===== src/rtl/alu_res_disp.sv =====
// Captures ALU result/flags on a strobe and drives a 4-digit multiplexed seven-segment display.
// Optional define OVF_BLINK_EN blinks the value digits while a signed-mode overflow is held.
module alu_res_disp #(
  parameter int unsigned SCAN_DIV  = 50000,
  parameter int unsigned BLINK_DIV = 12500000
) (
  input  logic       clk,
  input  logic       rst,
  input  logic [3:0] res,
  input  logic       car,
  input  logic       of,
  input  logic [2:0] ctrl,
  input  logic       upd,
  output logic [7:0] seg_n,
  output logic [3:0] an_n,
  output logic       cap_vld
);

  localparam int unsigned SCAN_W = $clog2(SCAN_DIV);

  typedef enum logic [1:0] {DIG0, DIG1, DIG2, DIG3} digit_t;

  localparam logic [7:0] GLYPH_DASH  = 8'hBF;
  localparam logic [7:0] GLYPH_BLANK = 8'hFF;

  function automatic logic [7:0] hex_glyph(input logic [3:0] v);
    logic [7:0] g;
    case (v)
      4'h0: g = 8'hC0;
      4'h1: g = 8'hF9;
      4'h2: g = 8'hA4;
      4'h3: g = 8'hB0;
      4'h4: g = 8'h99;
      4'h5: g = 8'h92;
      4'h6: g = 8'h82;
      4'h7: g = 8'hF8;
      4'h8: g = 8'h80;
      4'h9: g = 8'h90;
      4'hA: g = 8'h88;
      4'hB: g = 8'h83;
      4'hC: g = 8'hC6;
      4'hD: g = 8'hA1;
      4'hE: g = 8'h86;
      default: g = 8'h8E;
    endcase
    return g;
  endfunction

  logic [3:0]        r_res;
  logic              r_car;
  logic              r_of;
  logic [2:0]        r_ctrl;
  logic              r_cap_vld;
  logic [SCAN_W-1:0] r_scan_cnt;
  digit_t            r_dig;
  digit_t            w_dig_nxt;
  logic              w_scan_tc;
  logic [7:0]        r_seg_n;
  logic [3:0]        r_an_n;

  logic              w_signed;
  logic [3:0]        w_mag;
  logic              w_blank;
  logic [7:0]        w_d0;
  logic [7:0]        w_d1;
  logic [7:0]        w_d2;
  logic [7:0]        w_d3;
  logic [7:0]        w_seg_nxt;
  logic [3:0]        w_an_nxt;

  always_ff @(posedge clk) begin
    if (rst) begin
      r_res     <= '0;
      r_car     <= 1'b0;
      r_of      <= 1'b0;
      r_ctrl    <= '0;
      r_cap_vld <= 1'b0;
    end else begin
      r_cap_vld <= upd;
      if (upd) begin
        r_res  <= res;
        r_car  <= car;
        r_of   <= of;
        r_ctrl <= ctrl;
      end
    end
  end

  assign w_scan_tc = (r_scan_cnt == SCAN_W'(SCAN_DIV - 1));

  always_ff @(posedge clk) begin
    if (rst) begin
      r_scan_cnt <= '0;
      r_dig      <= DIG0;
    end else begin
      r_scan_cnt <= w_scan_tc ? '0 : r_scan_cnt + 1'b1;
      r_dig      <= w_dig_nxt;
    end
  end

  always_comb begin
    w_dig_nxt = r_dig;
    if (w_scan_tc) begin
      case (r_dig)
        DIG0:    w_dig_nxt = DIG1;
        DIG1:    w_dig_nxt = DIG2;
        DIG2:    w_dig_nxt = DIG3;
        default: w_dig_nxt = DIG0;
      endcase
    end
  end

`ifdef OVF_BLINK_EN
  localparam int unsigned BLINK_W = $clog2(BLINK_DIV);

  logic [BLINK_W-1:0] r_blink_cnt;
  logic               r_invis;

  // Restarting on capture gives a fresh result a full visible half-period first.
  always_ff @(posedge clk) begin
    if (rst || upd) begin
      r_blink_cnt <= '0;
      r_invis     <= 1'b0;
    end else if (r_blink_cnt == BLINK_W'(BLINK_DIV - 1)) begin
      r_blink_cnt <= '0;
      r_invis     <= ~r_invis;
    end else begin
      r_blink_cnt <= r_blink_cnt + 1'b1;
    end
  end

  assign w_blank = r_invis && r_of && w_signed;
`else
  assign w_blank = 1'b0;
`endif

  always_comb begin
    w_signed = (r_ctrl == 3'b000) || (r_ctrl == 3'b001);
    w_mag    = r_res[3] ? (~r_res + 4'd1) : r_res;
    w_d0     = hex_glyph(w_signed ? w_mag : r_res);
    w_d1     = (w_signed && r_res[3]) ? GLYPH_DASH : GLYPH_BLANK;
    w_d2     = hex_glyph({3'b000, r_car});
    w_d3     = hex_glyph({3'b000, r_of});
    if (w_blank) begin
      w_d0 = GLYPH_BLANK;
      w_d1 = GLYPH_BLANK;
    end
  end

  always_comb begin
    w_an_nxt  = 4'b1110;
    w_seg_nxt = w_d0;
    case (r_dig)
      DIG0: begin
        w_an_nxt  = 4'b1110;
        w_seg_nxt = w_d0;
      end
      DIG1: begin
        w_an_nxt  = 4'b1101;
        w_seg_nxt = w_d1;
      end
      DIG2: begin
        w_an_nxt  = 4'b1011;
        w_seg_nxt = w_d2;
      end
      default: begin
        w_an_nxt  = 4'b0111;
        w_seg_nxt = w_d3;
      end
    endcase
  end

  // Enable and segments share one register stage so they always refer to the same digit.
  always_ff @(posedge clk) begin
    if (rst) begin
      r_an_n  <= '1;
      r_seg_n <= '1;
    end else begin
      r_an_n  <= w_an_nxt;
      r_seg_n <= w_seg_nxt;
    end
  end

  assign an_n    = r_an_n;
  assign seg_n   = r_seg_n;
  assign cap_vld = r_cap_vld;

endmodule


===== config.mk =====
export PLATFORM = sky130hd
export DESIGN_NAME = alu_res_disp
export DESIGN_NICKNAME = d
export VERILOG_FILES = /design/src/rtl/alu_res_disp.sv
export SDC_FILE = /design/constraint.sdc
export NUM_CORES = 1
export LEC_CHECK = 0
export CORE_MARGIN = 10
export CORE_UTILIZATION = 35
export CTS_CLUSTER_DIAMETER = 50
export DETAILED_ROUTE_END_ITERATION = 10
export PLACE_DENSITY_LB_ADDON = 0.3
export SYNTH_ARGS = -nofsm -noshare
export SYNTH_HDL_FRONTEND = slang
export SYNTH_SLANG_ARGS = --single-unit

===== constraint.sdc =====
create_clock -name clk -period 2.65 [get_ports clk]
set_input_delay 0.53 -clock clk [delete_from_list [all_inputs] [get_ports clk]]
set_output_delay 0.53 -clock clk [all_outputs]
set_load 0.02 [all_outputs]

==> impl_metrics.json <==
{
  "outcome": "completed",
  "start_kind": "register",
  "grt_pass1_vias": 1359,
  "drive_above_1_share_pct": 7.88,
  "netSwitchingFraction_pct": 26.2,
  "synth_largest_area_cell": "dfxtp_1",
  "setup_violations": 0,
  "share_of_yosys_cell_area_claimed_by_the_top_area_cell_type_pct": 38.4,
  "fmaxAchievable_ghz": 0.467,
  "period_needed_ns": 2.14,
  "ant_nets": 0,
  "timing.final.hold_violations": 0,
  "worst_setup_path_end_kind": "register",
  "via_count": 1506,
  "post-cts-setup-buffer-count": 0,
  "die_x_microns": 95.2,
  "post-route-worst-setup-slack_ns": 0.508,
  "core.rowCount": 27,
  "cp_max_fo": 6,
  "synth.area.top_cells": "dfxtp_1 (38%), ha_1 (7.6%), mux2i_1 (6.6%)",
  "critical_path_cell_sequence": "inv_1, ha_1, and4bb_2, a21o_1, ha_1, inv_1, a21oi_1, o221a_2, o31a_1",
  "synth.yosys.seq_area_share_pct": 38.4,
  "share_clk_of_total_power_pct": 32.4,
  "crit_buf_inv": 2,
  "synth-warning-count": 0,
  "hold_class": "register to register",
  "fin_crit_sh_pct": 80.8,
  "async_flop_share_pct": 0,
  "worst_clock_skew_ns": 0.00539,
  "core_footprint_sq_mm": 0.00551,
  "worst_max_slew_pin_slew_ns": 0.509,
  "power.density_cell_area_mw_per_mm2": 493,
  "grt_first_pass_wirelength_mm": 6.45,
  "clk-insertion-delay-late_ns": 0.29,
  "clkTransAtPathRegs_ns": 0.08,
  "total_of_flip_flops_plus_latches_after_synthesis": 38,
  "cp_slowest_cell": "dfxtp_1",
  "grt_antenna_before_repair": 0,
  "holdWs_ns": 0.471,
  "area_growth_syn_to_layout_pct": 19.1,
  "floorplan.initialDensity_pct": 36.0,
  "drt-pass1-iter-count": 4,
  "timing.setup.critical_path_class": "register to register",
  "cell_internal_pwr_uw": 859,
  "fp.dieArea_sq_mm": 0.00907,
  "routedWlPerCell_microns": 12.5,
  "number_of_buffers_inserted_by_port_buffering": 22,
  "dp_slack_ns": 0.455,
  "max_cap_viol_count": 0,
  "cts_resized": 0,
  "post-route-drc-count": 0,
  "cells_after_synthesis": 217,
  "power.leakage_nw": 0.936,
  "power.switching_uw": 305,
  "finish.net_count": 265,
  "critical_path.max_stage_delay_ns": 0.34,
  "ir_worst_vdd_mv": 0.182,
  "clock_buffer_count_from_cts": 5,
  "worst_ep_required_time_ns": 2.83,
  "tns_ns": 0,
  "cts.sink_count": 38,
  "grt_overflow": 0,
  "drtIter0Drc": 80,
  "pin_count": 25,
  "synth.avg_cell_area_sq_um": 9.13,
  "synthDistinctLibCells": 47,
  "grt_start_max_net_pins": 22,
  "finalPower_mw": 1.16,
  "worst_ep_arrival_time_ns": 2.32,
  "cts_tree": "done",
  "number_of_max_slew_violations_in_the_final_report": 0,
  "cts-hold-fix-buffers": 0,
  "count_of_flip_flops_with_a_built_in_enable_after_synthesis": 0,
  "share_seq_of_total_power_pct": 52.6,
  "synth_area_sq_mm": 0.00198,
  "insertedDiodeCount": 0,
  "crit_path_leading_delay_family": "compound AO/OA/AOI/OAI gates",
  "detailed_place_hpwl_mm": 2.89,
  "finalCoreUtilization_pct": 42.9,
  "ctsHtreeMaxLevel": 2,
  "ys.flop_type": "dfxtp_1",
  "wirelength_routed_mm": 3.91,
  "grt_setup_unrepaired": "false",
  "maximum_clock_path_buffer_count": 2,
  "syn_nets": 241,
  "power.combinational.fraction_pct": 15.1,
  "synth_commonest_cells": "dfxtp_1 (38), nor2_1 (33), mux2i_1 (13)",
  "clk_root_buffer_cell": "clkbuf_8",
  "slew-limit-headroom_pct": 65.2,
  "most_used_standard_cell_by_instance_count_after_synthesis": "dfxtp_1",
  "groute.usage.overall_pct": 8.83,
  "detail_route.vias_per_cell": 4.81,
  "globalplace.congestion": 0.838,
  "floorplan.die.height_microns": 95.2
}
==> stage by stage <==
step / instance area (sq um) / instances
final: 2360 / 313
after global routing: 2360 / 313
after global placement: 2280 / 306
after detailed placement: 2280 / 306
after CTS: 2360 / 313
after floorplan: 1980 / 217
==> cells by family (layout without fill, tap and decap cells) <==
family	Yosys count	count (layout)	synth area share (%)
compound gates	29	29	10.4
buf+inv	19	43	3.92
other cells	1	1	0.189
flops	38	38	38.4
xor+xnor	15	15	6.63
simple gates	88	88	25.0
fa+ha+maj	12	12	7.58
mux	15	15	7.90
==> per-layer routing <==
metal | part of all wire [%] | GRT usage, % | vias to the layer above
li1 | - | - | 805
met4 | 1.4 | 3.49 | 0
met1 | 50 | 11.9 | 659
met3 | 7.1 | 3.30 | 6
met2 | 41 | 12.3 | 36
met5 | 0 | 0 | -
==> flip-flops by register name (all words and copies together) (netlist names), 2 cells and up <==
name / count
an_n: 4
r_ctrl: 2
r_dig: 2
r_res: 4
r_scan_cnt: 16
seg_n: 7
==> worst paths after layout <==
path	depth (start not counted)	to	slack, ns	from
hold / removal	1	r_scan_cnt[0]	0.47	r_scan_cnt[0]
hold reg to reg	1	r_scan_cnt[0]	0.47	r_scan_cnt[0]
setup / recovery	9	seg_n[5]	0.51	r_res[0]
setup reg to reg	9	seg_n[5]	0.51	r_res[0]
==> final cells by class <==
class	count	area [sq um]
clock inverters	2	10.0
inverters	10	37.5
clock buffers	5	68.8
multi-input cells	160	1140
well taps	72	90.1
repair buffers	26	250
flip-flops and latches	38	761
fillers	558	3150
==> worst register-to-register path, cell delays in order, from the launching register on <==
cell	delay [ns]
dfxtp_1	0.34
inv_1	0.11
ha_1	0.31
and4bb_2	0.24
a21o_1	0.18
ha_1	0.24
inv_1	0.07
a21oi_1	0.06
o221a_2	0.25
o31a_1	0.23
==> power groups by stage <==
stage	Clock, mW	Sequential (mW)	Combinational, mW
after floorplan	0	0.640	0.0966
after global placement	0	0.625	0.175
after detailed placement	0	0.625	0.176
after CTS	0.389	0.612	0.177
after global routing	0.411	0.615	0.192
final	0.377	0.612	0.175
==> cells in the final DEF, fill, tap and decap left out, types with 2 or more instances in the layout <==
cell type	count
ha_1	12
clkinv_2	2
xor2_1	11
dfxtp_1	38
nor3b_1	3
buf_4	4
nand3_1	8
a21oi_1	7
clkdlybuf4s50_1	22
nand2_1	7
o21a_1	2
o211ai_1	2
nor2b_1	2
o21ai_0	3
clkbuf_8	5
or3_1	2
a2111oi_0	2
inv_1	10
nor3_1	4
nand4_1	6
nor2_1	33
xnor2_1	4
or2_2	2
and4_1	5
nor4b_1	2
a211o_1	2
a21o_1	2
nand2b_1	7
mux2i_1	13
Note: power is estimated with default switching activity, not from simulation.
